`config.mk`:
```
export PLATFORM = sky130hd
export DESIGN_NAME = ifetch_unit
export DESIGN_NICKNAME = d
export VERILOG_FILES = /design/src/rtl/riscv_pkg.sv /design/src/rtl/ifetch_fifo.sv /design/src/rtl/ifetch_unit.sv
export SDC_FILE = /design/constraint.sdc
export NUM_CORES = 1
export LEC_CHECK = 0
export ABC_AREA = 1
export ABC_CLOCK_PERIOD_IN_PS = 4360
export CAP_MARGIN = 10
export CORE_MARGIN = 2
export CORE_UTILIZATION = 52
export DETAILED_ROUTE_END_ITERATION = 7
export PLACE_DENSITY = 0.76
export SLEW_MARGIN = 20
export SYNTH_ARGS = -nofsm -noshare
export SYNTH_HDL_FRONTEND = slang
export SYNTH_SLANG_ARGS = --single-unit
```
`constraint.sdc`:
```
create_clock -name clk -period 4.36 [get_ports clk]
set_clock_uncertainty 0.2 [all_clocks]
set_input_delay 0.872 -clock clk [delete_from_list [all_inputs] [get_ports clk]]
set_output_delay 0.872 -clock clk [all_outputs]
set_load 0.005 [all_outputs]
```
`src/rtl/riscv_pkg.sv`:
```
// riscv_pkg: shared widths, the NOP encoding, the default reset PC and the fetch FSM states
package riscv_pkg;
    localparam int XLEN = 32;
    localparam logic [XLEN-1:0] NOP_INST = 32'h0000_0013;
    localparam logic [XLEN-1:0] RESET_PC_DEF = 32'h0000_0000;
    typedef enum logic {IDLE, RUN} fetch_state_t;
endpackage

```
`src/rtl/ifetch_fifo.sv`:
```
// ifetch_fifo: synchronous in-order FIFO with flush, used for the prefetch buffer and the in-flight PC queue
// Ports: clk, rst_n (async active-low); push/din write, pop/dout read head;
//        flush empties the FIFO and wins over push/pop; count, full, empty report occupancy.
module ifetch_fifo #(
    parameter int WIDTH = 64,
    parameter int DEPTH = 4,
    localparam int AW = $clog2(DEPTH),
    localparam int CW = AW + 1
) (
    input  logic             clk,
    input  logic             rst_n,
    input  logic             push,
    input  logic             pop,
    input  logic             flush,
    input  logic [WIDTH-1:0] din,
    output logic [WIDTH-1:0] dout,
    output logic [CW-1:0]    count,
    output logic             full,
    output logic             empty
);
    logic [WIDTH-1:0] mem [DEPTH];
    logic [AW-1:0]    wr_ptr, rd_ptr;
    logic             do_push, do_pop;

    assign full    = count == CW'(DEPTH);
    assign empty   = count == '0;
    assign do_push = push && !full;
    assign do_pop  = pop && !empty;
    assign dout    = mem[rd_ptr];

    always_ff @(posedge clk or negedge rst_n) begin
        if (!rst_n) begin
            wr_ptr <= '0;
            rd_ptr <= '0;
            count  <= '0;
        end else if (flush) begin
            wr_ptr <= '0;
            rd_ptr <= '0;
            count  <= '0;
        end else begin
            wr_ptr <= do_push ? wr_ptr + AW'(1) : wr_ptr;
            rd_ptr <= do_pop ? rd_ptr + AW'(1) : rd_ptr;
            count  <= count + CW'(do_push) - CW'(do_pop);
        end
    end

    always_ff @(posedge clk) begin
        if (do_push && !flush)
            mem[wr_ptr] <= din;
    end
endmodule

```
`src/rtl/ifetch_unit.sv`:
```
// ifetch_unit: owns the PC, issues credit-limited imem fetches, buffers responses and hands instructions to decode
// Ports: clk, rst_n (async active-low); fetch_en gates new requests; redirect_valid/redirect_pc flush and restart;
//        imem_req_* request channel (imem_addr = pc); imem_rsp_* in-order response channel;
//        inst_valid/inst_ready/inst_data/inst_pc decode handshake (NOP and pc 0 when empty).
module ifetch_unit
    import riscv_pkg::*;
#(
    parameter logic [XLEN-1:0] RESET_PC   = RESET_PC_DEF,
    parameter int              FIFO_DEPTH = 4
) (
    input  logic            clk,
    input  logic            rst_n,
    input  logic            fetch_en,
    input  logic            redirect_valid,
    input  logic [XLEN-1:0] redirect_pc,
    output logic            imem_req_valid,
    input  logic            imem_req_ready,
    output logic [XLEN-1:0] imem_addr,
    input  logic            imem_rsp_valid,
    input  logic [XLEN-1:0] imem_rsp_data,
    output logic            inst_valid,
    input  logic            inst_ready,
    output logic [XLEN-1:0] inst_data,
    output logic [XLEN-1:0] inst_pc
);
    localparam int CW = $clog2(FIFO_DEPTH) + 1;

    fetch_state_t     state, state_n;
    logic [XLEN-1:0]  pc, rsp_pc;
    logic [CW-1:0]    outstanding, outstanding_n, discard, fifo_count;
    logic [CW:0]      inflight;
    logic [2*XLEN-1:0] fifo_dout;
    logic             hs, rsp_ok, push, pop, fifo_empty, pcq_empty;
    logic             fifo_full_unused, pcq_full_unused;

    // every in-flight request owns one PC-queue entry, so its occupancy is the outstanding count;
    // the queue is never flushed so responses to squashed requests still retire their entry
    ifetch_fifo #(.WIDTH(XLEN), .DEPTH(FIFO_DEPTH)) u_pcq (
        .clk(clk), .rst_n(rst_n), .push(hs), .pop(rsp_ok), .flush(1'b0), .din(pc),
        .dout(rsp_pc), .count(outstanding), .full(pcq_full_unused), .empty(pcq_empty)
    );

    ifetch_fifo #(.WIDTH(2*XLEN), .DEPTH(FIFO_DEPTH)) u_buf (
        .clk(clk), .rst_n(rst_n), .push(push), .pop(pop), .flush(redirect_valid),
        .din({rsp_pc, imem_rsp_data}), .dout(fifo_dout), .count(fifo_count),
        .full(fifo_full_unused), .empty(fifo_empty)
    );

    // a response with nothing outstanding is a protocol violation and is ignored
    assign rsp_ok        = imem_rsp_valid && !pcq_empty;
    assign hs            = imem_req_valid && imem_req_ready;
    assign outstanding_n = outstanding + CW'(hs) - CW'(rsp_ok);
    assign inflight      = {1'b0, fifo_count} + {1'b0, outstanding};
    assign push          = rsp_ok && discard == '0 && !redirect_valid;
    assign pop           = inst_valid && inst_ready && !redirect_valid;
    assign imem_addr     = pc;
    assign inst_valid    = !fifo_empty;
    assign inst_data     = inst_valid ? fifo_dout[XLEN-1:0] : NOP_INST;
    assign inst_pc       = inst_valid ? fifo_dout[2*XLEN-1:XLEN] : '0;

    // RUN only leaves once no request is stalled, so a presented address is never withdrawn
    always_comb begin
        imem_req_valid = 1'b0;
        state_n        = state;
        imem_req_valid = state == RUN && inflight < (CW+1)'(FIFO_DEPTH);
        state_n        = state == IDLE ? (fetch_en ? RUN : IDLE)
                       : (!fetch_en && !(imem_req_valid && !imem_req_ready)) ? IDLE : RUN;
    end

    always_ff @(posedge clk or negedge rst_n) begin
        if (!rst_n) begin
            state   <= IDLE;
            pc      <= RESET_PC;
            discard <= '0;
        end else begin
            state   <= state_n;
            pc      <= redirect_valid ? {redirect_pc[XLEN-1:2], 2'b00} : hs ? pc + 32'd4 : pc;
            discard <= redirect_valid ? outstanding_n
                     : (rsp_ok && discard != '0) ? discard - CW'(1) : discard;
        end
    end
endmodule

```
# ---- Yosys cells after proc, flatten, opt, wreduce, memory -nomap -nowiden
# Memory sizes are Yosys's and may differ from the RTL's.
# Index checks and enable logic that the tools add are counted.
dict set report totals {
  ff_bits 50
  ram_bits 384
  input_bits 71
  out_inout_bits 98
  elab_cells 76
  mem_count 2
}
dict set report classes {
  add_sub_neg 13
  n_lt_le_gt_ge 1
  n_eq_ne 2
  n_mux 18
  n_reduce_logical 31
}
# name depth word_bits read_ports rd_ports_with_merged_regs wr line_no
set memory_table {}
lappend memory_table {u_buf.mem 4 64 1 0 1 ifetch_fifo.sv:21} ;# logic [WIDTH-1:0] mem [DEPTH];
lappend memory_table {u_pcq.mem 4 32 1 0 1 ifetch_fifo.sv:21}
# cell n
set ops {}
lappend ops {{2-to-1 mux 32 bit} 4}
lappend ops {{adder 32 x 3 -> 32 bit, second input constant} 1}
lappend ops {{logical AND 1 bit} 15}
lappend ops {{adder 3 x 1 -> 3 bit} 3}
lappend ops {{logical NOT 3 bit} 3}
lappend ops {{2-to-1 mux 3 bit} 3}
lappend ops {{subtractor 3 x 1 -> 3 bit} 3}
lappend ops {{adder 2 x 1 -> 2 bit, second input constant} 4}
lappend ops {{logical NOT 1 bit} 8}
lappend ops {{2-to-1 mux 2 bit} 4}
lappend ops {{nonzero test 2 bit} 4}
lappend ops {{2-to-1 mux 1 bit} 7}
lappend ops {{equality test 3 bit, second input constant} 2}
lappend ops {{adder 3 x 3 -> 4 bit} 1}
lappend ops {{less-than comparator 4 x 3 -> 1 bit, second input constant} 1}
lappend ops {{nonzero test 3 bit} 1}
lappend ops {{subtractor 3 x 1 -> 3 bit, second input constant} 1}

# ---- Depth between registers and ports, before layout
dict set report depth {
  depth_word 9
  ltp_mapped 12
  ltp_nobuf 12
}

# ---- By module
# From an unflattened synthesis, not the netlist that was laid out.
dict set report unflattened {
  hier_cells 1594
  area_unflattened_um2 18363.9
}
# module instances cells_each area_per_inst_um2 seq_area_each_um2
set modules_own_cells {}
lappend modules_own_cells {{ifetch_fifo at u_buf} 1 682 9963.3 7862.5}
lappend modules_own_cells {{ifetch_fifo at u_pcq} 1 373 5243.8 4018.9}
lappend modules_own_cells {ifetch_unit 1 539 3156.8 850.8}

# ---- Worst setup path before layout
# No wires, ideal clock.
dict set report synth_path {
  kind {input-to-reg}
  start {input redirect_valid}
  end {memory u_buf.mem[0][0], enable pin}
  arrival_ps 3990
  path_slack_ps -312
  stages 4
  n_path_buf 1
  path_cell_list {buf_2 a211oi_1 nand2_1 nor2_1}
}
dict set report synth_between {
  elab_chain_cells 6
}
# element line_no
set synth_lines {}
lappend synth_lines {{start: declaration} ifetch_unit.sv:14} ;# input logic redirect_valid,
lappend synth_lines {{logical NOT 1 bit (*)} {ifetch_fifo.sv:48, ifetch_unit.sv:54}}
lappend synth_lines {{logical AND 1 bit} ifetch_unit.sv:54} ;# assign push = rsp_ok && discard == '0 && !redirect_valid;
lappend synth_lines {{logical AND 1 bit} ifetch_fifo.sv:27} ;# assign do_push = push && !full;
lappend synth_lines {{logical AND 1 bit (*)} ifetch_fifo.sv:48} ;# if (do_push && !flush)
lappend synth_lines {{2-to-1 mux 1 bit (*)} ifetch_fifo.sv:48}
lappend synth_lines {{2-to-1 mux 1 bit (not written as such) (*)} ifetch_fifo.sv:49} ;# mem[wr_ptr] <= din;
lappend synth_lines {{end: declaration} ifetch_fifo.sv:21}
# Mark *: on every way between the ends. The rest lies on a longest branch, timed or not.

# ---- Worst setup path in the final report
dict set report layout_path {
  start {register u_buf.rd_ptr[1]}
  end {output inst_data[10]}
}
dict set report layout_between {
  elab_chain_cells 2
}
# element line_no
set layout_lines {}
lappend layout_lines {{start: declaration} ifetch_fifo.sv:22} ;# logic [AW-1:0] wr_ptr, rd_ptr;
lappend layout_lines {{start signal: assignment} ifetch_fifo.sv:42} ;# rd_ptr <= do_pop ? rd_ptr + AW'(1) : rd_ptr;
lappend layout_lines {{memory read (4 x 64 bit)} --}
lappend layout_lines {{2-to-1 mux 32 bit} ifetch_unit.sv:58} ;# assign inst_data = inst_valid ? fifo_dout[XLEN-1:0] : NOP_INST;
lappend layout_lines {{end: declaration} ifetch_unit.sv:23} ;# output logic [XLEN-1:0] inst_data,
# No other way between the ends.

==> out/qor.txt <==
status -> finished clean
DRC -> 0
WS Path Type -> reg2out
main combinational cell family by area after synthesis -> simple AND/OR/NAND/NOR gates
async set or reset register ratio after synthesis -> 11.54%
Synth area leaders -> edfxtp_1 63%, nor2_1 8.1%, dfrtp_1 6.9%
synth unique cells -> 40
data arrival time of the worst path -> 2910 ps
IO Count -> 169
Pre-antenna DRT Iters -> 6
vias in the first global route -> 11580
post-route cell area -> 20960 um^2
worst IR drop on VDD -> 0.0004008 V
Fillers -> 2544
register clock-pin slew on the reported worst setup and hold paths -> 60 ps
Cell Pwr Density -> 587.8 nW/um^2
CTS tree -> yes
Seq/Total Area, Yosys -> 69.99%
CP Launch Type -> register
post-synthesis simple-gate area fraction -> 14.58%
Post-synth EDFFs -> 368
cts repair resizes -> 0
routed vias -> 11870
worst-margin pin slew -> 994.5 ps
LEAKAGE -> 7.411 nW
post-CTS setup buffers -> 0
synthesized area -> 17500 um^2
Die Area -> 35150 um^2
Setup WS post-layout -> 382.2 ps
ANT nets after route -> 0
Final Critical Period -> 3978 ps
WL/cell -> 17.86 um
Data required, critical path -> 3290 ps
Synth area leader -> edfxtp_1
commonest non-fill, non-tap cell in the layout -> nor2_1
worst min path class -> in2async
nets -> 1794
Routed Wire Length -> 39000 um
CTS Hold Bufs -> 0
TNS Setup -> 0 ps
Place WS -> 913.2 ps
first-pass GRT wire length -> 61510 um
final HPWL from detailed placement -> 22660 um
Mapped Cells -> 1549
total grt overflow -> 0
clock sink count -> 416
gpl congestion -> 0.8429
Tcrit/Tclk final -> 91.23%
Synth Area in XOR/XNOR -> 0.6505%
post-synth top area share -> 63.13%
Seq cells post-synth -> 416
Max-cap violations -> 0
commonest cells after routing, fill and taps aside -> 372 x nor2_1, 368 x edfxtp_1, 202 x o21ai_0
Core Area -> 33360 um^2
final hold violation count -> 0
All-Layer GR Usage -> 22.03%
fraction of synthesized area in multiplexers -> 0%
Die Height -> 187.5 um
Compound-Gate Fraction of Synth Area -> 9.199%
Via density -> 5.435
port bufs -> 162
FP Rows -> 67
initial antenna violation count -> 1
Iter 0 DRT Violations -> 1113
hold_ws -> 146.0 ps
Rel. slew slack -> 33.63%
starting density of the core -> 52.46%
Area after DPL -> 19650 um^2
area grow syn2layout -> 19.72%
Crit Path Max Fanout -> 42
share of layout cells above drive strength 1 -> 6.916%
f_max -> 0.2514 GHz
top_reg_cell synth -> edfxtp_1
largest net degree at the start of global routing -> 126
Die X-Extent -> 187.5 um
clk_lat worst skew -> 530 ps
Syn Area/Cell -> 11.30 um^2
CP Capture Type -> primary output
CTS Buffer Depth -> 3
Synth Warn # -> 0
max-slew violations -> 0
RSZ-0062 raised after global routing -> false
total CTS buffers -> 43
endpoints failing setup -> 0
Synth Area in Adders -> 1.701%
Root Driver -> clkbuf_16
CTS H-Tree Depth -> 2
-- layer usage --
| layer | share of wire (%) | vias up | track usage [%] |
|---|---|---|---|
| met5 | 0.023 | - | 0 |
| met4 | 1.6 | 2 | 5.027 |
| met3 | 7.4 | 62 | 3.283 |
| met2 | 49 | 465 | 37.40 |
| met1 | 42 | 5696 | 30.37 |
| li1 | - | 5646 | - |
-- through the flow --
step / cells / utilization (%) / power [mW]
6_report: 2184 / 62.81 / 12.32
2_1_floorplan: 1552 / - / 7.280
5_1_grt: 2183 / 62.80 / 12.95
3_5_place_dp: 2104 / 58.88 / 8.989
4_1_cts: 2183 / 62.80 / 12.38
3_3_place_gp: 2104 / 58.88 / 8.849
-- path summary, 6_finish.rpt --
| check | startpoint | endpoint | slack (ps) | depth (start not counted) |
|---|---|---|---|---|
| worst max register to register | u_buf.count[1] | u_buf.count[2] | 1610 | 12 |
| max in group asynchronous | rst_n | imem_addr[3] | 3040 | 2 |
| min in group clk | discard[1] | discard[1] | 370 | 2 |
| worst max-delay path | u_buf.rd_ptr[1] | inst_data[10] | 380 | 6 |
| worst min register to register | discard[1] | discard[1] | 370 | 2 |
| worst min-delay path | rst_n | imem_addr[28] | 150 | 1 |
-- state kept, by name, indices dropped and copies added (netlist names) --
signal and count:
u_buf.mem 248, u_pcq.mem 120, imem_addr 30, discard 3, u_buf.count 3, u_pcq.count 3
u_buf.rd_ptr 2, u_buf.wr_ptr 2, u_pcq.rd_ptr 2, u_pcq.wr_ptr 2, state 1
-- kinds of logic after synthesis --
kind of cell	count (synthesis)
XOR/XNOR	13
other	1
buffers and inverters	155
AO/OA/AOI/OAI	308
adder cells (fa/ha/maj)	22
flip-flops	416
AND/OR/NAND/NOR	634
-- critical path, stage by stage (launching register included) --
cell and delay [ps]:
dfrtp_2 690, inv_2 390, buf_12 300, nor2_1 140, o21ai_0 120, a21oi_1 170
clkdlybuf4s50_1 550
-- final cells by class --
cell class | count | area, um^2 | share of cell area, %
tap | 448 | 560.5 | 2.675
timing repair buffer | 185 | 1914 | 9.135
clock buffer | 59 | 1167 | 5.570
clock inverter | 20 | 141.4 | 0.6747
inverter | 74 | 277.8 | 1.325
multi-input combinational | 981 | 4636 | 22.12
antenna | 1 | 2.502 | 0.01194
sequential | 416 | 12260 | 58.49
-- where the power goes --
part	internal [mW]	switching [mW]	leakage, nW
logic	1.41	2.15	2.88
clock network	1.94	1.46	0.627
registers	5.01	0.355	3.90
total	8.36	3.96	7.41
-- synth_stat cells (5+ instances only) --
library cell  count
edfxtp_1        368
o211ai_1          5
clkbuf_1         46
buf_4            10
nand3_1          40
dfrtp_1          48
xor2_1            9
nor2_1          380
nor2_2            5
o22ai_1          30
nand2_1         179
or2_2             5
buf_2            16
nor2_4            5
inv_1            69
o21ai_0         202
buf_1             5
nand2_2           6
ha_1             19
a21oi_1          64
No activity file was read; power rests on OpenSTA's default activity.
